<file path="config.mk">
export PLATFORM = sky130hd
export DESIGN_NAME = uart_rx_deframer
export DESIGN_NICKNAME = d
export VERILOG_FILES = /design/src/rtl/uart_rx_deframer.sv
export SDC_FILE = /design/constraint.sdc
export NUM_CORES = 1
export LEC_CHECK = 0
export CORE_ASPECT_RATIO = 0.5
export CORE_MARGIN = 8
export CORE_UTILIZATION = 30
export DETAILED_ROUTE_END_ITERATION = 7
export PLACE_DENSITY = 0.47
export SETUP_SLACK_MARGIN = 0.05
export SKIP_CTS_REPAIR_TIMING = 1
export SYNTH_ARGS = -nofsm -noshare
export SYNTH_HDL_FRONTEND = slang
export SYNTH_SLANG_ARGS = --single-unit
</file>
<file path="constraint.sdc">
create_clock -name clk -period 2.1 [get_ports clk]
set_input_delay 0.42 -clock clk [delete_from_list [all_inputs] [get_ports clk]]
set_output_delay 0.42 -clock clk [all_outputs]
set_load 0.02 [all_outputs]
</file>
<file path="src/rtl/uart_rx_deframer.sv">
// uart_rx_deframer
//   Recovers 11-bit UART frames (start, D0..D7 LSB first, parity, stop) from
//   the serial line using a 16x-style oversampling strobe, sampling each bit
//   at mid-period. Reports the byte plus parity/framing error status.
//
// Ports
//   clk               system clock
//   reset             asynchronous active-low reset
//   Rx_sample_ENABLE  one-clk strobe at OVERSAMPLE x baud
//   RxD               serial line, idle high, asynchronous to clk
//   Rx_DATA           last received byte (loaded on every stop sample)
//   Rx_VALID          one-clk pulse on a clean frame
//   Rx_PERROR         parity error on the last frame
//   Rx_FERROR         framing error (stop sampled 0) on the last frame
//   Rx_BUSY           high while a frame is in progress
module uart_rx_deframer #(
  parameter int unsigned OVERSAMPLE = 16,
  parameter bit          PARITY_ODD = 1'b0
) (
  input  logic       clk,
  input  logic       reset,
  input  logic       Rx_sample_ENABLE,
  input  logic       RxD,
  output logic [7:0] Rx_DATA,
  output logic       Rx_VALID,
  output logic       Rx_PERROR,
  output logic       Rx_FERROR,
  output logic       Rx_BUSY
);

  localparam int unsigned CntW = $clog2(OVERSAMPLE);
  localparam logic [CntW-1:0] HalfM1 = CntW'(OVERSAMPLE / 2 - 1);
  localparam logic [CntW-1:0] FullM1 = CntW'(OVERSAMPLE - 1);

  typedef enum logic [2:0] {
    StIdle,
    StStart,
    StData,
    StParity,
    StStop,
    StWaitIdle
  } state_e;

  // Two-flop synchronizer; reset to the idle line level so reset never looks
  // like a start bit.
  logic r_sync1, r_sync2;
  logic w_rxs;

  always_ff @(posedge clk or negedge reset) begin
    if (!reset) begin
      r_sync1 <= 1'b1;
      r_sync2 <= 1'b1;
    end else begin
      r_sync1 <= RxD;
      r_sync2 <= r_sync1;
    end
  end

  assign w_rxs = r_sync2;

  state_e          r_state, w_state_d;
  logic [CntW-1:0] r_scnt, w_scnt_d;
  logic [2:0]      r_bcnt, w_bcnt_d;
  logic [7:0]      r_shreg, w_shreg_d;
  logic            r_par, w_par_d;
  logic [7:0]      r_data, w_data_d;
  logic            r_valid, w_valid_d;
  logic            r_perr, w_perr_d;
  logic            r_ferr, w_ferr_d;
  logic            w_perr_calc, w_ferr_calc;

  assign w_perr_calc = ((^r_shreg) ^ r_par) != PARITY_ODD;
  assign w_ferr_calc = ~w_rxs;

  always_ff @(posedge clk or negedge reset) begin
    if (!reset) begin
      r_state <= StIdle;
      r_scnt  <= '0;
      r_bcnt  <= '0;
      r_shreg <= '0;
      r_par   <= 1'b0;
      r_data  <= '0;
      r_valid <= 1'b0;
      r_perr  <= 1'b0;
      r_ferr  <= 1'b0;
    end else begin
      r_state <= w_state_d;
      r_scnt  <= w_scnt_d;
      r_bcnt  <= w_bcnt_d;
      r_shreg <= w_shreg_d;
      r_par   <= w_par_d;
      r_data  <= w_data_d;
      r_valid <= w_valid_d;
      r_perr  <= w_perr_d;
      r_ferr  <= w_ferr_d;
    end
  end

  always_comb begin
    w_state_d = r_state;
    w_scnt_d  = r_scnt;
    w_bcnt_d  = r_bcnt;
    w_shreg_d = r_shreg;
    w_par_d   = r_par;
    w_data_d  = r_data;
    // Valid is cleared every clk so the pulse is one clk wide at any tick rate.
    w_valid_d = 1'b0;
    w_perr_d  = r_perr;
    w_ferr_d  = r_ferr;

    if (Rx_sample_ENABLE) begin
      case (r_state)
        StIdle: begin
          if (!w_rxs) begin
            w_state_d = StStart;
            w_scnt_d  = '0;
            w_perr_d  = 1'b0;
            w_ferr_d  = 1'b0;
          end
        end
        StStart: begin
          if (r_scnt == HalfM1) begin
            // Mid start bit: a high line here means the edge was a glitch.
            if (w_rxs) begin
              w_state_d = StIdle;
            end else begin
              w_state_d = StData;
              w_scnt_d  = '0;
              w_bcnt_d  = '0;
            end
          end else begin
            w_scnt_d = r_scnt + CntW'(1);
          end
        end
        StData: begin
          if (r_scnt == FullM1) begin
            w_scnt_d           = '0;
            w_shreg_d[r_bcnt]  = w_rxs;
            if (r_bcnt == 3'd7) begin
              w_state_d = StParity;
            end else begin
              w_bcnt_d = r_bcnt + 3'd1;
            end
          end else begin
            w_scnt_d = r_scnt + CntW'(1);
          end
        end
        StParity: begin
          if (r_scnt == FullM1) begin
            w_scnt_d  = '0;
            w_par_d   = w_rxs;
            w_state_d = StStop;
          end else begin
            w_scnt_d = r_scnt + CntW'(1);
          end
        end
        StStop: begin
          if (r_scnt == FullM1) begin
            w_scnt_d  = '0;
            w_data_d  = r_shreg;
            w_perr_d  = w_perr_calc;
            w_ferr_d  = w_ferr_calc;
            w_valid_d = ~w_perr_calc & ~w_ferr_calc;
            // A low stop bit may be a break; wait for the line to recover
            // before hunting for a new start edge.
            w_state_d = w_ferr_calc ? StWaitIdle : StIdle;
          end else begin
            w_scnt_d = r_scnt + CntW'(1);
          end
        end
        StWaitIdle: begin
          if (w_rxs) begin
            w_state_d = StIdle;
          end
        end
        default: begin
          w_state_d = StIdle;
        end
      endcase
    end
  end

  assign Rx_DATA   = r_data;
  assign Rx_VALID  = r_valid;
  assign Rx_PERROR = r_perr;
  assign Rx_FERROR = r_ferr;
  assign Rx_BUSY   = (r_state != StIdle);

endmodule

</file>
==> metrics.md, run 1 <==
| Metric | Value |
|---|---|
| Ant. Diodes | 0 |
| GPL Wtd Cong | 0.7717 |
| Unrepaired setup endpoints after global routing | no |
| Dominant cell type by area after synthesis | dfrtp_1 |
| Initial detailed-routing violation count | 143 |
| Cell repeated most along the worst path | ha_1 |
| Fraction of registers with async set/reset | 100.0% |
| Ports | 16 |
| P&R area growth vs syn | 23.97% |
| Max stage delay cell, worst path | dfrtp_2 |
| Site Rows | 19 |
| Yosys cell types | 41 |
| Post-synth top flop | dfrtp_1 |
| WS Path Type | reg -> reg |
| Drt via density | 4.802 |
| Initial Util | 30.82% |
| Syn Inst Count | 145 |
| Clk sinks | 32 |
| Crit. End Element | flop |
| FF/Latch Area | 804.5 sq um |
| First-pass GRT wire length | 6196 microns |
| Combinational family with the most area after synthesis | multiplexers |
| Via count | 1167 |
| Slew Limit Fails | 0 |
| Root buf cell | clkbuf_8 |
| Routed WL per cell | 14.53 microns |
| Synthesized net count | 152 |
| Fill cells | 558 |
| Routed WL | 3532 microns |
| Final HPWL DP | 2536 microns |
| Worst-path clk slew | 0.07 ns |
| DRC | 0 |
| Layout cells sized above 1 | 15.88% |
| I/O Buffers | 15 |
| Compound-gate portion of the synthesized area | 9.888% |
| Adder-Cell Fraction of Synth Area | 2.247% |
| Top cells by area, synth | dfrtp_1, mux2_1, dfstp_2 |
| HP Start | r_sync1 |
| R2R Setup Slk | 0.18 ns |
| EDFF count, synth | 0 |
| Worst stage delay on the critical path | 0.46 ns |
| Post-route ant nets | 0 |
| Die H | 68.77 microns |
| Worst hold stages | 0 |
| Sequential fraction of the synthesis area | 48.09% |
| CTS tree | done |
| Hold EP | r_sync2 |
| Max clock buf depth | 2 |
| Post-Synth Simple-Gate Area | 14.16% |
| Synth Area in XOR/XNOR | 6.067% |
| Setup WS post-layout | 0.1790 ns |
| Drt pass-1 iters | 4 |
| Crit path max-delay family | compound AO/OA/AOI/OAI gates |
| CTS Buf Count | 5 |
| Mean Syn Cell Area | 11.52 sq um |
| Yosys reg bits | 32 |
| Max cap viols | 0 |
| Largest net degree at the start of global routing | 33 |
| Maximum vdd ir drop | 0.0004246 V |
| Pre-CTS setup slack | 0.02188 ns |
| Worst path bufs/invs | 0 |
| Mux contribution to synthesized area | 16.48% |
| Fmax | 520.6 MHz |
| Worst-margin pin slew | 0.4262 ns |
| Tmin final | 1.921 ns |
| Most common cell after layout, fill and taps aside | dfrtp_1 |
| Most frequent cells in the layout | dfrtp_1, mux2_1, clkdlybuf4s50_1, inv_1, buf_4 |
| Final critical-path share of the clock period | 91.48% |
| Die Width | 121.5 microns |
| Remaining Overflow, GRT | 0 |
| Reg2reg end | r_state[0] |
| Power density cells | 953.5 nW/um^2 |
| Post-Syn Area | 1670 sq um |
| Worst skew pair latency | 0.29 ns |
| Setup TNS | 0 ns |
| Reported leakage power | 0.9586 nW |
| Critical-path cell list | ha_1 -> ha_1 -> a211oi_1 -> a21boi_1 -> o2111ai_1 -> mux2_1 |
| Critical path required time | 2.27 ns |
| Synth warn | 0 |
| Final Hold Viols | 0 |
| Die Area | 8357 sq um |
| Yosys top cell area share | 44.94% |
| Antenna violations before repair | 0 |
| Status | completed |
| R2r startpoint | r_bcnt[1] |
| Critical Path Start Type | flop |
| Top fanout value on the critical path | 6 |
| H-tree levels | 2 |
| CP arrival | 2.09 ns |
| Vias in the first global route | 1225 |
| Multi-input logic area | 815.8 sq um |
| Final-stage net count | 176 |
| Worst Skew | 0.002197 ns |
| HP Class | reg -> reg |
| Final setup fails | 0 |
| R2R depth | 6 |
| Max-Slew Margin vs Limit | 71.59% |
| Core Area | 5420 sq um |
| Global Route Usage Sum | 9.765% |
==> Yosys cell counts (all sizes together), types with 3 or more instances <==
cell / number
xor2: 4
nand3: 5
mux2i: 5
xnor2: 5
clkbuf: 4
o2111ai: 4
ha: 3
o21ai: 6
nor2: 6
inv: 7
mux2: 20
nand2: 6
nand4: 3
nor3: 6
dfrtp: 30
==> layer usage <==
metal	part of all wire, %	wire [microns]	GRT usage [%]
met1	52	1836	12.37
met2	42	1499	14.89
met3	3.8	135	2.843
met4	1.7	61	5.632
met5	0	0	0
==> worst max-delay path by stage <==
stage                          start          to  slack [ns]  cells past startpoint
global route               r_bcnt[1]  r_state[1]        0.07                      6
global placement    Rx_sample_ENABLE  r_shreg[2]        0.05                      5
floorplan                  r_scnt[0]   r_bcnt[0]        0.33                      5
finish                     r_bcnt[1]  r_state[0]        0.18                      6
CTS                       r_state[2]     Rx_BUSY       -0.12                      2
detailed placement  Rx_sample_ENABLE  r_shreg[2]        0.02                      5
==> report_power, final <==
part           internal [W]  switching, W
Clock              0.000352      0.000246
Combinational      0.000249      0.000305
Sequential         0.000698      0.000124
==> registers in the layout, indices dropped and copies added (netlist names) <==
signal     count
r_shreg        8
r_bcnt         3
Rx_FERROR      1
r_sync1        1
r_state        3
Rx_PERROR      1
Rx_DATA        8
Rx_VALID       1
r_sync2        1
r_scnt         4
r_par          1
==> per-stage QoR <==
stage                     power, W  utilization (%)  hold WS (ns)  instance area, sq um  std cells
after floorplan           0.001210                -        0.1244                  1670        145
after global placement    0.001393            36.15        0.3470                  1959        235
after detailed placement  0.001397            36.15        0.3472                  1959        235
after CTS                 0.002005            38.13        0.3579                  2067        243
after global routing      0.002116            38.20        0.3659                  2071        243
final                     0.001975            38.20        0.3578                  2071        243
==> cell type report <==
cell class	instances	share of cell area [%]
clock buffers	6	3.505
clock inverters	2	1.692
inverters	7	1.269
multi-input cells	100	39.40
flip-flops and latches	32	38.85
well taps	73	4.411
repair buffers	23	10.88
==> cell families after synthesis <==
logic type / after synthesis
adder cells (fa/ha/maj): 3
multiplexers: 25
flip-flops: 32
XOR/XNOR: 10
AND/OR/NAND/NOR: 38
buffers and inverters: 13
AO/OA/AOI/OAI: 24
Note: power is estimated with default switching activity, not from simulation.
==> run 2, diff against run 1 <==
--- a/config.mk
+++ b/config.mk
@@ -9,6 +9,7 @@
 export CORE_MARGIN = 8
 export CORE_UTILIZATION = 30
 export DETAILED_ROUTE_END_ITERATION = 7
+export GPL_TIMING_DRIVEN = 0
 export PLACE_DENSITY = 0.47
 export SETUP_SLACK_MARGIN = 0.05
 export SKIP_CTS_REPAIR_TIMING = 1
==> metrics.md, run 2 (synthesis gave the netlist of run 1 again) <==
| Metric | Value |
|---|---|
| Ports | 16 (unchanged) |
| Initial detailed-routing violation count | 73 (was 143) |
| Via count | 1168 (was 1167) |
| Die Width | 121.5 microns (unchanged) |
| Ant. Diodes | 0 (unchanged) |
| Top fanout value on the critical path | 10 (was 6) |
| Routed WL per cell | 14.27 microns (was 14.53 microns) |
| Worst skew pair latency | 0.28 ns (was 0.29 ns) |
| Final critical-path share of the clock period | 94.85% (was 91.48%) |
| Vias in the first global route | 1143 (was 1225) |
| Antenna violations before repair | 0 (unchanged) |
| Post-route ant nets | 0 (unchanged) |
| Slew Limit Fails | 0 (unchanged) |
| Seq pwr share | 40.6% (was 41.7%) |
| Status | completed (unchanged) |
| Clk sinks | 32 (unchanged) |
| Layout cells sized above 1 | 14.79% (was 15.88%) |
| CTS tree | done (unchanged) |
| Final Hold Viols | 0 (unchanged) |
| Max cap viols | 0 (unchanged) |
| CP arrival | 1.57 ns (was 2.09 ns) |
| Fmax | 502.0 MHz (was 520.6 MHz) |
| Worst-path clk slew | 0.07 ns (about the same) |
| WS Path Type | reg -> out (was reg -> reg) |
| Placed cells | 233 (was 235) |
| Final-stage net count | 175 (was 176) |
| Max clock buf depth | 2 (unchanged) |
| Unrepaired setup endpoints after global routing | no (unchanged) |
| Pre-CTS setup slack | -0.3411 ns (was 0.02188 ns) |
| Initial Util | 30.82% (unchanged) |
| Drt pass-1 iters | 4 (unchanged) |
| GPL Wtd Cong | 0.7901 (was 0.7717) |
| Critical Path Start Type | flop (unchanged) |
| Global Route Usage Sum | 8.967% (was 9.765%) |
| Sw frac | 33.92% (was 34.18%) |
| Worst-margin pin slew | 0.7373 ns (was 0.4262 ns) |
| Most frequent cells in the layout | dfrtp_1, mux2_1, clkdlybuf4s50_1, inv_1, nand2_1 (was dfrtp_1, mux2_1, clkdlybuf4s50_1, inv_1, buf_4) |
| Core Area | 5420 sq um (unchanged) |
| HP Class | in -> async (was reg -> reg) |
| Fin util | 37.72% (was 38.20%) |
| Reported leakage power | 0.9515 nW (was 0.9586 nW) |
| Largest net degree at the start of global routing | 33 (unchanged) |
| Final setup fails | 0 (unchanged) |
| Worst Skew | 0.008439 ns (was 0.002197 ns) |
| Setup TNS | 0 ns (unchanged) |
| DRC | 0 (unchanged) |
| First-pass GRT wire length | 5740 microns (was 6196 microns) |
| Power density cells | 955.9 nW/um^2 (was 953.5 nW/um^2) |
| H-tree levels | 2 (unchanged) |
| Crit. End Element | primary output (was flop) |
| Maximum vdd ir drop | 0.0005005 V (was 0.0004246 V) |
| Die H | 68.77 microns (unchanged) |
| Max-Slew Margin vs Limit | 50.84% (was 71.59%) |
| Drt via density | 4.826 (was 4.802) |
| Gate power share | 29.6% (was 28.0%) |
| Switching power | 0.0006630 W (was 0.0006749 W) |
| Int Pwr | 0.001291 W (was 0.001300 W) |
| Routed WL | 3453 microns (was 3532 microns) |
| Setup WS post-layout | 0.1081 ns (was 0.1790 ns) |
| Die Area | 8357 sq um (unchanged) |
| Site Rows | 19 (unchanged) |
| Critical path required time | 1.68 ns (was 2.27 ns) |
| P&R area growth vs syn | 22.40% (was 23.97%) |
| Clock network power share | 29.8% (was 30.3%) |
| Remaining Overflow, GRT | 0 (unchanged) |
| Tmin final | 1.992 ns (was 1.921 ns) |
| Root buf cell | clkbuf_8 (unchanged) |
| CTS Buf Count | 5 (unchanged) |
| Most common cell after layout, fill and taps aside | dfrtp_1 (unchanged) |
| Final HPWL DP | 2470 microns (was 2536 microns) |
| Finished Layout Cells | 242 (was 243) |
| I/O Buffers | 15 (unchanged) |
[run 2: cell types whose count changed in the layout (fill, tap and decap cells not counted), sizes merged]
cell	delta
clkbuf	+4
clkdlybuf4s50	-2
buf	-4
dlymetal6s2s	+1
[run 2: path summary, 6_finish.rpt]
| kind | to | start | slack, ns | cells after the start |
|---|---|---|---|---|
| setup reg to reg | r_shreg[2] | r_scnt[0] | 0.20 | 6 |
| max in group asynchronous | r_bcnt[0] | reset | 1.43 | 1 |
| min in group clk | r_sync2 | r_sync1 | 0.36 | 0 |
| setup / recovery | Rx_BUSY | r_state[2] | 0.11 | 3 |
| hold reg to reg | r_sync2 | r_sync1 | 0.36 | 0 |
| hold / removal | r_scnt[2] | reset | 0.20 | 1 |
[run 2: metrics by stage]
| step | power [W] | instance area, sq um | hold slack [ns] |
|---|---|---|---|
| final | 0.001954 | 2044 | 0.1988 |
| after global routing | 0.002085 | 2044 | 0.2495 |
| after CTS | 0.001965 | 2014 | 0.2221 |
| after detailed placement | 0.001363 | 1907 | 0.3468 |
| after global placement | 0.001360 | 1912 | 0.3459 |
| after floorplan | 0.001210 | 1670 | 0.1244 |
[run 2: power by group through the flow]
stage	Combinational, W	Clock (W)	Sequential (W)
finish	0.000579	0.000583	0.000793
global route	0.000645	0.000633	0.000808
CTS	0.000571	0.000606	0.000789
detailed placement	0.000563	0	0.000800
global placement	0.000561	0	0.000799
floorplan	0.000431	0	0.000779
[run 2: layer usage]
| metal | part of all wire (%) | track usage (%) | up-vias |
|---|---|---|---|
| li1 | - | - | 568 |
| met2 | 43 | 13.26 | 13 |
| met1 | 53 | 11.92 | 583 |
| met4 | 1.2 | 4.566 | 0 |
| met3 | 3.6 | 2.518 | 4 |
| met5 | 0 | 0 | - |
[run 2: final cells by class]
cell class              count  area (sq um)
fillers                   553          3376
multi-input cells         100         832.0
flip-flops and latches     32         803.3
repair buffers             16         157.7
well taps                  73         91.34
clock buffers               6         72.57
clock inverters             2         35.03
plain buffers               6         26.28
inverters                   7         26.28
[run 2: worst max-delay path, stage by stage (launching register included)]
cell and delay, ns:
dfrtp_1 0.42, clkbuf_2 0.21, or3_4 0.45, dlymetal6s2s_1 0.22
==> run 3, diff against run 2 <==
--- a/config.mk
+++ b/config.mk
@@ -8,6 +8,7 @@
 export CORE_ASPECT_RATIO = 0.5
 export CORE_MARGIN = 8
 export CORE_UTILIZATION = 30
+export CTS_CLUSTER_SIZE = 20
 export DETAILED_ROUTE_END_ITERATION = 7
 export GPL_TIMING_DRIVEN = 0
 export PLACE_DENSITY = 0.47
==> results of run 3 <==
The final DEF is identical to that of run 2; final timing and power are the same.
